$ cat config.mk
export PLATFORM = sky130hd
export DESIGN_NAME = sr_load_sequencer
export DESIGN_NICKNAME = d
export VERILOG_FILES = /design/src/rtl/sr_load_sequencer.sv
export SDC_FILE = /design/constraint.sdc
export NUM_CORES = 1
export LEC_CHECK = 0
export ABC_CLOCK_PERIOD_IN_PS = 5150
export BUFFER_PORTS_ARGS = -buffer_cell sky130_fd_sc_hd__clkbuf_2
export CAP_MARGIN = 20
export CELL_PAD_IN_SITES_DETAIL_PLACEMENT = 1
export CELL_PAD_IN_SITES_GLOBAL_PLACEMENT = 1
export CORE_MARGIN = 10
export CORE_UTILIZATION = 40
export CTS_CLUSTER_SIZE = 40
export DETAILED_ROUTE_END_ITERATION = 6
export PLACE_DENSITY_LB_ADDON = 0.1
export REMOVE_ABC_BUFFERS = 1
export SYNTH_ARGS = -nofsm -noshare
export SYNTH_HDL_FRONTEND = slang
export SYNTH_SLANG_ARGS = --single-unit
$ cat constraint.sdc
create_clock -name CLK -period 5.15 [get_ports CLK]
set_input_delay 0.515 -clock CLK [delete_from_list [all_inputs] [get_ports CLK]]
set_output_delay 0.515 -clock CLK [all_outputs]
set_load 0.005 [all_outputs]
$ cat src/rtl/sr_load_sequencer.sv
// sr_load_sequencer
//   Serialises a static (SIZESRSTAT-bit) or dynamic (SIZESRDYN-bit) word into
//   an external shift-register chain, MSB first, then strobes LATCH. The old
//   chain contents coming back on SER_IN are captured into RDBK_DATA.
//   Concurrent requests are served round-robin, with DYN first after reset.
//
// Ports
//   CLK, RST             clock (rising edge), synchronous active-high reset
//   STAT_REQ/STAT_DATA   static load request (level) and word
//   DYN_REQ/DYN_DATA     dynamic load request (level) and word
//   SER_IN               serial return from the chain
//   STAT_ACK/DYN_ACK     one-cycle grant; data is sampled in this cycle
//   SELSTAT/SELDYN       chain select, high only while shifting
//   SER_OUT              serial data to the chain
//   LATCH/LATCH_DYN      one-cycle latch strobe and its chain type
//   BUSY                 high whenever the sequencer is not idle
//   RDBK_DATA            previous chain contents
module sr_load_sequencer #(
    parameter int SIZESRSTAT = 88,
    parameter int SIZESRDYN  = 16
) (
    input  logic                  CLK,
    input  logic                  RST,
    input  logic                  STAT_REQ,
    input  logic [SIZESRSTAT-1:0] STAT_DATA,
    input  logic                  DYN_REQ,
    input  logic [SIZESRDYN-1:0]  DYN_DATA,
    input  logic                  SER_IN,
    output logic                  STAT_ACK,
    output logic                  DYN_ACK,
    output logic                  SELSTAT,
    output logic                  SELDYN,
    output logic                  SER_OUT,
    output logic                  LATCH,
    output logic                  LATCH_DYN,
    output logic                  BUSY,
    output logic [SIZESRSTAT-1:0] RDBK_DATA
);

    localparam int CW = $clog2(SIZESRSTAT + 1);
    localparam logic [CW-1:0] NSTAT = CW'(SIZESRSTAT);
    localparam logic [CW-1:0] NDYN  = CW'(SIZESRDYN);
    localparam logic [SIZESRSTAT-1:0] DYN_MASK = SIZESRSTAT'({SIZESRDYN{1'b1}});

    typedef enum logic [1:0] {ST_IDLE, ST_SHIFT, ST_LATCH} state_t;

    state_t                  r_state;
    state_t                  w_state_nxt;
    logic [CW-1:0]           r_cnt;
    logic [SIZESRSTAT-1:0]   r_sbuf;
    logic [SIZESRSTAT-1:0]   r_rdbk;
    logic                    r_is_dyn;
    logic                    r_last_dyn;
    logic                    w_grant_dyn;
    logic                    w_grant_stat;
    logic [SIZESRSTAT-1:0]   w_dyn_aligned;

    // Dynamic word is MSB-aligned in the shared buffer so both types shift
    // out of the same top bit.
    assign w_dyn_aligned = SIZESRSTAT'(DYN_DATA) << (SIZESRSTAT - SIZESRDYN);

    // DYN wins unless STAT also requests and DYN was served last.
    assign w_grant_dyn  = DYN_REQ && (!STAT_REQ || !r_last_dyn);
    assign w_grant_stat = STAT_REQ && !w_grant_dyn;

    assign RDBK_DATA = r_rdbk;

    always_ff @(posedge CLK) begin
        if (RST) r_state <= ST_IDLE;
        else     r_state <= w_state_nxt;
    end

    always_comb begin
        w_state_nxt = r_state;
        STAT_ACK    = 1'b0;
        DYN_ACK     = 1'b0;
        SELSTAT     = 1'b0;
        SELDYN      = 1'b0;
        SER_OUT     = 1'b0;
        LATCH       = 1'b0;
        LATCH_DYN   = 1'b0;
        BUSY        = 1'b0;
        case (r_state)
            ST_IDLE: begin
                // Grant is suppressed while reset is held so all outputs stay 0.
                if (!RST) begin
                    if (w_grant_dyn) begin
                        DYN_ACK     = 1'b1;
                        w_state_nxt = ST_SHIFT;
                    end else if (w_grant_stat) begin
                        STAT_ACK    = 1'b1;
                        w_state_nxt = ST_SHIFT;
                    end
                end
            end
            ST_SHIFT: begin
                BUSY    = 1'b1;
                SELDYN  = r_is_dyn;
                SELSTAT = !r_is_dyn;
                SER_OUT = r_sbuf[SIZESRSTAT-1];
                if (r_cnt == CW'(1)) w_state_nxt = ST_LATCH;
            end
            ST_LATCH: begin
                BUSY        = 1'b1;
                LATCH       = 1'b1;
                LATCH_DYN   = r_is_dyn;
                w_state_nxt = ST_IDLE;
            end
            default: w_state_nxt = ST_IDLE;
        endcase
    end

    always_ff @(posedge CLK) begin
        if (RST) begin
            r_cnt      <= '0;
            r_sbuf     <= '0;
            r_rdbk     <= '0;
            r_is_dyn   <= 1'b0;
            r_last_dyn <= 1'b0;
        end else begin
            case (r_state)
                ST_IDLE: begin
                    if (DYN_ACK) begin
                        r_sbuf     <= w_dyn_aligned;
                        r_cnt      <= NDYN;
                        r_is_dyn   <= 1'b1;
                        r_last_dyn <= 1'b1;
                        r_rdbk     <= r_rdbk & DYN_MASK;
                    end else if (STAT_ACK) begin
                        r_sbuf     <= STAT_DATA;
                        r_cnt      <= NSTAT;
                        r_is_dyn   <= 1'b0;
                        r_last_dyn <= 1'b0;
                    end
                end
                ST_SHIFT: begin
                    r_sbuf <= r_sbuf << 1;
                    r_cnt  <= r_cnt - CW'(1);
                    if (r_is_dyn)
                        r_rdbk[SIZESRDYN-1:0] <= {r_rdbk[SIZESRDYN-2:0], SER_IN};
                    else
                        r_rdbk <= {r_rdbk[SIZESRSTAT-2:0], SER_IN};
                end
                default: ;
            endcase
        end
    end

endmodule

==> results.md <==
* Status: finished, final reports clean
* DP HPWL at 14.4 mm
* Portion of the clock cycle consumed by the worst path in the final layout at 0.570
* Most common cell in the synthesized netlist: dfxtp_1
* Fill cell instance count of the final layout at 2,182
* Unrepaired setup endpoints after global routing: false
* Area share of and/or/nand/nor cells after synthesis at 0.203
* XOR/XNOR Fraction of Synth Area at 0
* Total clock buffers created by CTS at 17
* Vias at 6,677
* Die X at 156 µm
* Worst min path class: primary input to flip-flop
* Setup tns final at 0 ps
* Number of enable-type register cells in the synthesized netlist at 0
* Maximum number of buffers from clock root to sink at 2
* Vertical die dimension at 156 µm
* Mean post-synth cell area at 8.94 µm²
* Start point of the critical path: r_state[1]
* Final setup margin at about 2200 ps
* Mux share of post-synthesis cell area at 0.0431
* Post-synthesis async set-or-reset flop share at 0
* Maximum clock frequency at ~340 MHz
* Top Ports at around 200
* Main combinational cell family by area after synthesis: simple AND/OR/NAND/NOR gates
* Maximum fanout along the worst path at 46
* Number of global-route vias before repair at 6,929
* Clock latency reported for the late side of the worst-skew pair at 420 ps
* Proportion of netlist area held by the largest area contributor at 0.501
* Final Slew Violations at 0
* Synthesis-to-finish area growth at 23.4%
* Initial antenna violation count at 2
* Routing usage on met3 at 0.0576
* Register-to-Register Path Depth at 8
* Most congested layer reported by global routing: met2
* Most Frequent Cell on Critical Path: buf_4
* Beginning of the worst register-to-register path: r_state[1]
* Crit Path Class: flip-flop to flip-flop
* Cell type group with the largest total delay on the critical path: buffers and inverters
* Max-cap violations at 0
* Hold Violations, Final at 0
* Syn. warnings at 0
* Clock sink count at between 150 and 200
* Gr ovfl total at 0
* Data arrival at the endpoint of the critical path at 3210 ps
* Number of stages on the worst setup path at 8
* Sequential element share of the synthesized area at 0.501
* TritonRoute pass-1 iters at 5
* Main synth FF type: dfxtp_1
* DRC at 0
* Starting Density at 0.410
* Post-CTS clock slew at the launch and capture registers of the worst setup and hold paths at 70 ps
* Slew Limit Headroom at 0.282
* Setup fix buffers added after clock tree synthesis at 0
* Global Route Usage Sum at 0.178
* Leakage power at 3.65 nW
* Required time worst endpoint at approximately 5400 ps
* Detail Route Antenna Nets at 0
* Via density at 5.44
* TritonCTS clock tree: yes
* Hold path startpoint: STAT_DATA[22]
* Post-synth top cells: dfxtp_1, nand2_1, nand2b_1
* Final instance area at slightly above 9000 µm²
* Standard-cell rows at 49
* Shortest clock period the worst path allows after layout at 2930 ps
* Critical path, cell by cell: inv_1, ha_1, nor2b_1, nand3_1, buf_4, a21oi_4, buf_4, o32ai_1
* Power per unit of standard cell area at 452 nW/µm²
* Utilization of the core after routing at 0.506
* Worst path max stage delay at 600 ps
* Synth Area in Compound Gates at 0.189
* Number of register bits inferred by synthesis at 186
* Final Routed Wirelength at between 20 and 25 mm
* Core region area at 18,100 µm²
* GR met2 Demand/Resource at 0.292
* Critical path buffer and inverter count at 3
* Number of nets in the layout at approximately 1.1k
* Floorplan die area at 24,500 µm²
* Number of DRC violations after detailed-routing iteration 0 at ~410
* Final estimated routing congestion in global placement at 0.730
* Largest net degree at the start of global routing at 102
* Worst Clk Skew at approximately 8 ps
* Instance count along the most critical hold path at 3
* Kind of capture point of the worst setup path: flip-flop
* Post-place setup slack at ~2300 ps
* First-pass GRT wire length at roughly 36 mm
* Fraction of final layout cells sized beyond drive strength 1 at 0.255
* Met1 Track Usage GR at 0.222
* Crit path launch type: flip-flop
* Cell at the root of the clock tree: clkbuf_16
* Count of instances resized after the clock tree is built at 0
* Adder-Cell Fraction of Synth Area at 0.00841
* Distinct cell type count after synthesis at 37
* Worst-Margin Slew at about 1100 ps
* Number of instances in the synthesized netlist at 832
* Number of H-tree levels at 4
* Synth Cell Area at about 7400 µm²
* Total setup violations reported at the end of the flow at 0
* WHS at around 320 ps
* Cell Area, Placed at 8490 µm²
* Number of buffers inserted for hold repair after clock tree synthesis at 0
* Cells taking the most area after synthesis: dfxtp_1, a221oi_1, nand2b_1
* Peak supply drop at 270 µV
* Cell at the slowest stage of the critical path: a21oi_4
* Count of input and output buffers at between 200 and 250
* Cell taking the most area after synthesis: dfxtp_1
* Routed length per instance at 17.9 µm
-- power breakdown --
part	total, W	leakage, nW	internal (W)	switching, W
combinational	0.00102	1.83	0.000355	0.000663
clock	0.00143	0.316	0.000861	0.000573
sequential	0.00169	1.51	0.00160	0.0000918
total	0.00414	3.65	0.00282	0.00133
-- layout make-up --
class | count | area (µm²) | area share
Sequential cell | 186 | 3720 | 0.406
Multi-Input combinational cell | 555 | 3340 | 0.364
Timing Repair Buffer | 214 | 1130 | 0.123
Clock buffer | 20 | 467 | 0.0509
Tap cell | 229 | 287 | 0.0312
Clock inverter | 11 | 183 | 0.0199
Inverter | 11 | 41.3 | 0.00450
Antenna cell | 2 | 5.00 | 0.000545
-- worst reg2reg max path: cells and delay by family (launching register included) --
| kind | cells | cell delay [ps] |
|---|---|---|
| buf+inv | 3 | 910 |
| simple gates | 2 | 450 |
| flops | 1 | 330 |
| compound gates | 2 | 830 |
| fa+ha+maj | 1 | 260 |
-- cells by family after synthesis --
group | count (synthesis)
AND/OR/NAND/NOR | 315
AO/OA/AOI/OAI | 203
flip-flops | 186
buffers and inverters | 91
multiplexers | 32
adder cells (fa/ha/maj) | 5
-- cells in the final DEF, fill, tap and decap left out, types with 8 or more instances in the layout --
cell type / n
a21oi_1: 8
a221oi_1: 55
a31oi_1: 34
buf_4: 9
clkbuf_16: 17
clkbuf_2: 203
dfxtp_1: 186
inv_1: 11
mux2i_1: 32
nand2_1: 88
nand2b_1: 75
nand3_1: 35
nor2_1: 63
nor3_1: 40
o21ai_0: 22
o22ai_1: 71
-- stage by stage --
stage | total power (W) | instances
floorplan | 0.00238 | 752
global placement | 0.00271 | 1193
finish | 0.00414 | 1228
detailed placement | 0.00273 | 1194
CTS | 0.00418 | 1225
global route | 0.00440 | 1226
-- metal layers --
metal / up-vias / routed length, µm
li1: 3306 / -
met1: 3221 / 9760
met2: 135 / 10700
met3: 13 / 1430
met4: 2 / 160
met5: - / 13
-- registers in the layout, indices dropped and copies added, names as in the netlist --
signal / cells
RDBK_DATA: 88
r_state: 2
r_sbuf: 88
r_last_dyn: 1
r_cnt: 7
-- worst paths after layout --
| check | endpoint | slack, ps |
|---|---|---|
| max | RDBK_DATA[16] | 2220 |
| min | r_sbuf[22] | 320 |
| max reg2reg | RDBK_DATA[16] | 2220 |
| min reg2reg | r_cnt[1] | 470 |
Note: power is estimated with default switching activity, not from simulation.
